==> src/rtl/led_ctrl.sv <==
`default_nettype none
// ============================================================================
// Module   : led_ctrl
// Brief    : Four-channel 100-step PWM LED driver, commanded by decoded SPI
//            frames, with an optional SPI readback path (LED_CTRL_READBACK_EN).
// Revision : 1.0 - initial release
// ============================================================================

module led_ctrl #(
  parameter int PWM_DIV = 1250
) (
  input  logic        sysclk,
  input  logic        rstn,
  input  logic        i_rx_dv,
  input  logic [7:0]  i_cmd,
  input  logic [7:0]  i_addr,
  input  logic [7:0]  i_payload,
  input  logic        i_cs,
  output logic [3:0]  o_led,
  output logic [23:0] o_slv_frame,
  output logic        o_slv_tx_enb,
  output logic [7:0]  o_err_cnt
);

  localparam int          c_presc_w  = (PWM_DIV > 1) ? $clog2(PWM_DIV) : 1;
  localparam logic [7:0]  c_cmd_wr   = 8'h01;
  localparam logic [7:0]  c_cmd_rd   = 8'h02;
  localparam logic [6:0]  c_step_max = 7'd99;
  localparam logic [6:0]  c_duty_max = 7'd100;

  logic [c_presc_w-1:0] r_presc;
  logic [6:0]           r_step;
  logic [6:0]           r_shadow [4];
  logic [6:0]           r_active [4];
  logic [7:0]           r_err_cnt;

  logic       w_tick;
  logic       w_wrap;
  logic       w_addr_ok;
  logic [1:0] w_addr;
  logic       w_wr;
  logic       w_rd;
  logic       w_bad;
  logic [6:0] w_duty_in;

  assign w_tick    = (r_presc == c_presc_w'(PWM_DIV - 1));
  assign w_wrap    = w_tick && (r_step == c_step_max);
  assign w_addr_ok = (i_addr < 8'd4);
  assign w_addr    = i_addr[1:0];
  assign w_wr      = i_rx_dv && (i_cmd == c_cmd_wr) && w_addr_ok;
  assign w_bad     = i_rx_dv && !w_wr && !w_rd;
  assign w_duty_in = (i_payload > 8'd100) ? c_duty_max : i_payload[6:0];

  always_ff @(posedge sysclk) begin
    if (!rstn) begin
      r_presc <= '0;
      r_step  <= '0;
    end else if (w_tick) begin
      r_presc <= '0;
      r_step  <= (r_step == c_step_max) ? 7'd0 : r_step + 7'd1;
    end else begin
      r_presc <= r_presc + c_presc_w'(1);
    end
  end

  // Active copy takes the pre-edge shadow, so a WRITE landing on the wrap
  // edge only shows up one full period later.
  always_ff @(posedge sysclk) begin
    if (!rstn) begin
      for (int i = 0; i < 4; i++) begin
        r_shadow[i] <= '0;
        r_active[i] <= '0;
      end
    end else begin
      if (w_wrap) begin
        for (int i = 0; i < 4; i++) begin
          r_active[i] <= r_shadow[i];
        end
      end
      if (w_wr) begin
        r_shadow[w_addr] <= w_duty_in;
      end
    end
  end

  always_ff @(posedge sysclk) begin
    if (!rstn) begin
      r_err_cnt <= '0;
    end else if (w_bad && (r_err_cnt != 8'hFF)) begin
      r_err_cnt <= r_err_cnt + 8'd1;
    end
  end

  assign o_err_cnt = r_err_cnt;

  for (genvar g = 0; g < 4; g++) begin : g_led
    assign o_led[g] = (r_step < r_active[g]);
  end

`ifdef LED_CTRL_READBACK_EN
  localparam logic [1:0] c_st_idle    = 2'd0;
  localparam logic [1:0] c_st_armed   = 2'd1;
  localparam logic [1:0] c_st_sending = 2'd2;

  logic        r_cs_meta;
  logic        r_cs_sync;
  logic [1:0]  r_state;
  logic        r_pend;
  logic [1:0]  r_pend_addr;
  logic [23:0] r_frame;

  assign w_rd = i_rx_dv && (i_cmd == c_cmd_rd) && w_addr_ok;

  always_ff @(posedge sysclk) begin
    if (!rstn) begin
      r_cs_meta   <= 1'b1;
      r_cs_sync   <= 1'b1;
      r_state     <= c_st_idle;
      r_pend      <= 1'b0;
      r_pend_addr <= '0;
      r_frame     <= '0;
    end else begin
      r_cs_meta <= i_cs;
      r_cs_sync <= r_cs_meta;
      case (r_state)
        c_st_idle: begin
          // A fresh READ supersedes one deferred during the last transfer.
          if (w_rd) begin
            r_frame <= {c_cmd_rd, 6'd0, w_addr, 1'b0, r_active[w_addr]};
            r_pend  <= 1'b0;
            r_state <= c_st_armed;
          end else if (r_pend) begin
            r_frame <= {c_cmd_rd, 6'd0, r_pend_addr, 1'b0, r_active[r_pend_addr]};
            r_pend  <= 1'b0;
            r_state <= c_st_armed;
          end
        end
        c_st_armed: begin
          if (w_rd) begin
            r_frame <= {c_cmd_rd, 6'd0, w_addr, 1'b0, r_active[w_addr]};
          end else if (!r_cs_sync) begin
            r_state <= c_st_sending;
          end
        end
        c_st_sending: begin
          if (w_rd) begin
            r_pend      <= 1'b1;
            r_pend_addr <= w_addr;
          end
          if (r_cs_sync) begin
            r_state <= c_st_idle;
          end
        end
        default: r_state <= c_st_idle;
      endcase
    end
  end

  assign o_slv_frame  = r_frame;
  assign o_slv_tx_enb = (r_state != c_st_idle);
`else
  logic w_cs_unused;

  assign w_rd         = 1'b0;
  assign w_cs_unused  = i_cs;
  assign o_slv_frame  = '0;
  assign o_slv_tx_enb = 1'b0;
`endif

endmodule

`default_nettype wire

==> config.mk <==
export PLATFORM = sky130hd
export DESIGN_NAME = led_ctrl
export DESIGN_NICKNAME = d
export VERILOG_FILES = /design/src/rtl/led_ctrl.sv
export SDC_FILE = /design/constraint.sdc
export NUM_CORES = 1
export LEC_CHECK = 0
export CORE_MARGIN = 10
export CORE_UTILIZATION = 40
export DETAILED_ROUTE_END_ITERATION = 8
export HOLD_SLACK_MARGIN = 0.06
export PLACE_DENSITY = 0.69
export SYNTH_ARGS = -nofsm -noshare
export SYNTH_HDL_FRONTEND = slang
export SYNTH_SLANG_ARGS = --single-unit
==> constraint.sdc <==
create_clock -name sysclk -period 2.4 [get_ports sysclk]
set_input_delay 0.24 -clock sysclk [delete_from_list [all_inputs] [get_ports sysclk]]
set_output_delay 0.24 -clock sysclk [all_outputs]
set_load 0.005 [all_outputs]
## Yosys cells after proc, flatten, opt, wreduce, memory -nomap -nowiden

Memories as Yosys holds them, arrays and structs flattened.
Cells that the tools add are included.

| storage, ports and cells | value |
|---|---|
| input bits | 28 |
| memory bits (read-only) | 0 |
| bits in latches | 0 |
| register bits after elaboration | 26 |
| output and inout port bits | 37 |
| logic and storage cells | 47 |
| bits in writable memories | 56 |
| memories | 2 |

Memories:

| name | depth | bits a word | rd ports | clocked after Yosys merged registers in | write ports | RTL line | source |
|---|---|---|---|---|---|---|---|
| r_active | 4 | 7 | 4 | 0 | 4 | 34 | `logic [6:0] r_active [4];` |
| r_shadow | 4 | 7 | 4 | 0 | 4 | 33 | `logic [6:0] r_shadow [4];` |

| cells by class | value |
|---|---|
| multipliers | 0 |
| eq/ne operators | 4 |
| order comparisons | 6 |
| bitwise logic cells | 5 |
| multiplexer cells | 16 |
| shift operators | 0 |
| reductions and logical operators | 8 |
| div/mod/pow operators | 0 |
| $add $sub $neg | 3 |

Operators by type and width:

| cell | number |
|---|---|
| $mux W7 | 7 |
| $lt A7 B7 Y1 | 4 |
| $add A11 B1 Y11 const B | 1 |
| $eq A11 B11 Y1 const B | 1 |
| $add A8 B1 Y8 const B | 1 |
| $eq A8 B1 Y1 const B | 1 |
| $gt A8 B7 Y1 const B | 1 |
| $lt A8 B3 Y1 const B | 1 |
| $mux W1 | 8 |
| $ne A8 B8 Y1 const B | 1 |
| $add A7 B1 Y7 const B | 1 |
| $eq A7 B7 Y1 const B | 1 |
| $reduce_or A7 Y1 | 1 |
| $logic_and A1 B1 Y1 | 5 |
| $or A1 B1 Y1 | 4 |
| $mux W2 | 1 |
| $reduce_or A2 Y1 | 1 |
| $logic_not A1 Y1 | 1 |
| $not A1 Y1 | 1 |

## Logic depth before layout (Yosys ltp)

| depth | value |
|---|---|
| word-level depth | 8 |
| gate-level depth with buffers | 8 |
| gate-level depth less buffers | 7 |

## Worst setup path before layout

OpenSTA, ideal clock, no wires.

| timing | value |
|---|---|
| path kind | reg-to-reg |
| start point | register r_presc[0] |
| end point | memory r_active[0][0], enable pin |
| stages on the path, launching flop included | 6 |
| arrival | 2.149 ns |
| path buffers | 0 |
| setup time | 0.390 ns |
| period minus slack after synthesis | 2.539 ns |
| setup slack | -0.139 ns |
| cell sequence | dfxtp_1 -> ha_1 -> or4bb_1 -> nor3_4 -> nand4_4 -> nand2_1 |

RTL lines:

| item | RTL line | source |
|---|---|---|
| start, declared | 31 | `logic [c_presc_w-1:0] r_presc;` |
| start signal, assigned | 62 | `r_presc <= r_presc + c_presc_w'(1);` |
| end, declared | 34 |  |

## Worst setup path in the final report

| timing | value |
|---|---|
| start point | register r_step[1] |
| end point | output port o_led[2] |

| between the ends | value |
|---|---|
| word-level cells in the longest chain between the ends | 1 |

Ends and longest elaborated chain:

| item | RTL line | source |
|---|---|---|
| start, declared | 32 | `logic [6:0] r_step;` |
| start signal, assigned | 60 | `r_step <= (r_step == c_step_max) ? 7'd0 : r_step + 7'd1;` |
| $lt A7 B7 Y1 | 97 | `assign o_led[g] = (r_step < r_active[g]);` |
| end, declared | 19 | `output logic [3:0] o_led,` |

No other way between the ends.

==> run summary <==
Status -> complete, no violations
Synth area leaders -> edfxtp_1, dfxtp_1, ha_1
DRC -> 0
Fillcell total -> 936
Largest net degree at the start of global routing -> 35
Initial antenna violation count -> 0
Dpl cell area -> 0.00471 mm²
Routed Wire Length -> 7590 µm
CTS tree -> done
Maximum vdd drop -> 0.247 mV
Diodes inserted -> 0
Initial drt markers -> 84
Worst slew pin tran -> 0.498 ns
First-pass GRT wire length -> 12,600 µm
Highest Signal Layer -> met4
Mapped Avg Cell Area -> 10.9 µm²
Met2 Wirelength -> 3560 µm
Clock Path Buffers -> 2
Layout Cells excl Fill -> 582
H-tree depth reported by CTS -> 3
Largest area contributor in the netlist -> edfxtp_1
Mapped cell area -> 0.00418 mm²
Fmax achieved -> 439 MHz
Fin area -> 0.00493 mm²
Pleak -> 2.02 nW
EDFF count, synth -> 56
Final core utilization -> 48.2%
Met1 wire length -> 3450 µm
Critical path cell sequence -> ha_1, a21oi_1, nor2b_1, o21ai_0, a211o_1, clkdlybuf4s50_1
Grt total ovfl -> 0
Root buffer cell -> clkbuf_8
Crit path largest cell delay -> 0.52 ns
Fin. Hold Viols -> 0
Max-cap viol count -> 0
Via count of the routed design -> 2,729
Fin Clk Skew -> 0.00572 ns
Nets -> 497
RSZ-0062 raised after global routing -> false
Count of input and output buffers -> 38
Pwr dens -> 561 mW/mm²
Type of origin of the critical path -> register
Clk sinks -> 82
# rows -> 37
Routed Antenna Nets -> 0
TritonCTS buffer count -> 9
Crit end category -> primary output
Die H -> 122 µm
Critical path type -> reg2out
Io pins -> 65
Vias per inst -> 4.69
Final min period -> 2.28 ns
Arrival @ worst endpoint -> 2.04 ns
Layout area overhead -> 18.0%
Worst EP required -> 2.16 ns
HPWL Detailed -> 5780 µm
Proportion of layout cells with a drive suffix above 1 -> 8.97%
Slew HR -> 66.4%
Die W -> 122 µm
Die ar. -> 0.0149 mm²
CORE AREA -> 0.0102 mm²
Synth top area share -> 40.2%
Wire length on met3 -> 408 µm
Most frequent cell after synthesis -> edfxtp_1
Max Slew Vio Count -> 0
Ys flop type -> edfxtp_1
Routed len/inst -> 13.0 µm
Vias in the first global route -> 2,690
GRT Util Overall -> 10.5%
Endpoints failing setup -> 0
Final worst-path setup slack -> 0.124 ns
R2r setup slk -> 0.32 ns
Worst path slowest cell -> clkdlybuf4s50_1
Synth warn -> 0
Starting density of the core -> 40.9%
Hold buffers post-CTS -> 0
Area occupied by registers -> 0.00221 mm²
Tightest Hold Check Type -> reg2reg
Multi-input gate area -> 0.00174 mm²
Clk Latency, worst-skew pair -> 0.36 ns
Synth unique cells -> 42
Final Cycle Share -> 94.8%
First-pass detailed-route iteration total -> 4
Seq/Total Area, Yosys -> 52.7%
Post-synthesis sequential element count -> 82
Top post-synthesis cells by count -> edfxtp_1, nor2_1, and2_1
Clock-pin slew on the worst setup and hold paths -> 0.09 ns
Crit-path max FO -> 7
Post-route setup TNS -> 0 ns
FFs w/ async S/R, synth -> 0%
Setup WS pre-CTS -> 0.0158 ns
RePlAce Congestion -> 0.810
Placed cells -> 566
Mapped Cells -> 384
## final cells by class
| cell class | count | share of cell area [%] |
|---|---|---|
| well taps | 136 | 3.45 |
| repair buffers | 51 | 9.99 |
| multi-input cells | 266 | 35.3 |
| clock buffers | 9 | 2.51 |
| flip-flops and latches | 82 | 44.8 |
| inverters | 31 | 2.36 |
| clock inverters | 7 | 1.57 |
## worst max-delay path: cells and delay by family, from the launching register on
family	cells	cell delay (ns)
fa+ha+maj	1	0.29
flops	1	0.39
compound gates	3	0.42
simple gates	1	0.05
buf+inv	1	0.52
## state kept, by name, indices dropped and copies added (netlist names)
| name | count |
|---|---|
| o_err_cnt | 8 |
| r_presc | 11 |
| r_shadow | 28 |
| r_active | 28 |
| r_step | 7 |
## kinds of logic (layout without fill, tap and decap cells)
kind of cell,after synthesis,after routing,share of synthesized area [%]
adders and majority gates,28,28,8.38
other,1,25,0.0897
xor gates and xnor gates,16,16,3.35
DFF,82,82,52.7
AOI/OAI and AO/OA,30,30,4.58
buffers and inverters,60,98,8.02
muxes,2,2,0.479
and+or+nand+nor,165,165,22.4
## power by group
part | internal [mW] | switching, mW
combinational | 0.0841 | 0.0900
sequential | 1.56 | 0.0207
clock | 0.489 | 0.526
total | 2.13 | 0.637
## path summary, 6_finish.rpt
| kind | start | end | cells past startpoint |
|---|---|---|---|
| max reg2reg | r_presc[0] | r_active[1][4] | 6 |
| min reg2reg | r_presc[0] | r_presc[0] | 1 |
| max | r_step[1] | o_led[2] | 6 |
| min | r_presc[0] | r_presc[0] | 1 |
## through the flow
stage               power (mW)  hold WS, ns
floorplan                 1.72        0.388
global placement          1.78        0.462
detailed placement        1.79        0.473
CTS                       2.79        0.492
global route              2.88        0.534
finish                    2.77        0.487
## per-layer routing
metal	vias up	track usage, %
met5	-	0
met4	0	5.74
met3	12	2.71
met2	69	17.8
met1	1248	12.0
li1	1400	-
## what timing repair did
| action | 4_1_cts | 5_1_grt |
|---|---|---|
| pin swaps | 0 | 0 |
| resized for setup | 5 | 5 |
| endpoints found under the setup margin | 4 | 4 |
| setup buffers | 0 | 0 |
## layout by cell type, fill, tap and decap left out, types with 10 or more instances in the layout
| cell | synthesis | routed |
|---|---|---|
| xor2_1 | 10 | 10 |
| and2_1 | 40 | 40 |
| clkdlybuf4s50_1 | 0 | 37 |
| conb_1 | 1 | 25 |
| buf_4 | 25 | 12 |
| inv_1 | 31 | 31 |
| dfxtp_1 | 26 | 22 |
| nor4_1 | 11 | 10 |
| edfxtp_1 | 56 | 56 |
| ha_1 | 28 | 28 |
| nand2_1 | 17 | 16 |
| nor2_1 | 45 | 45 |
Power figures use the tool's default switching activity.
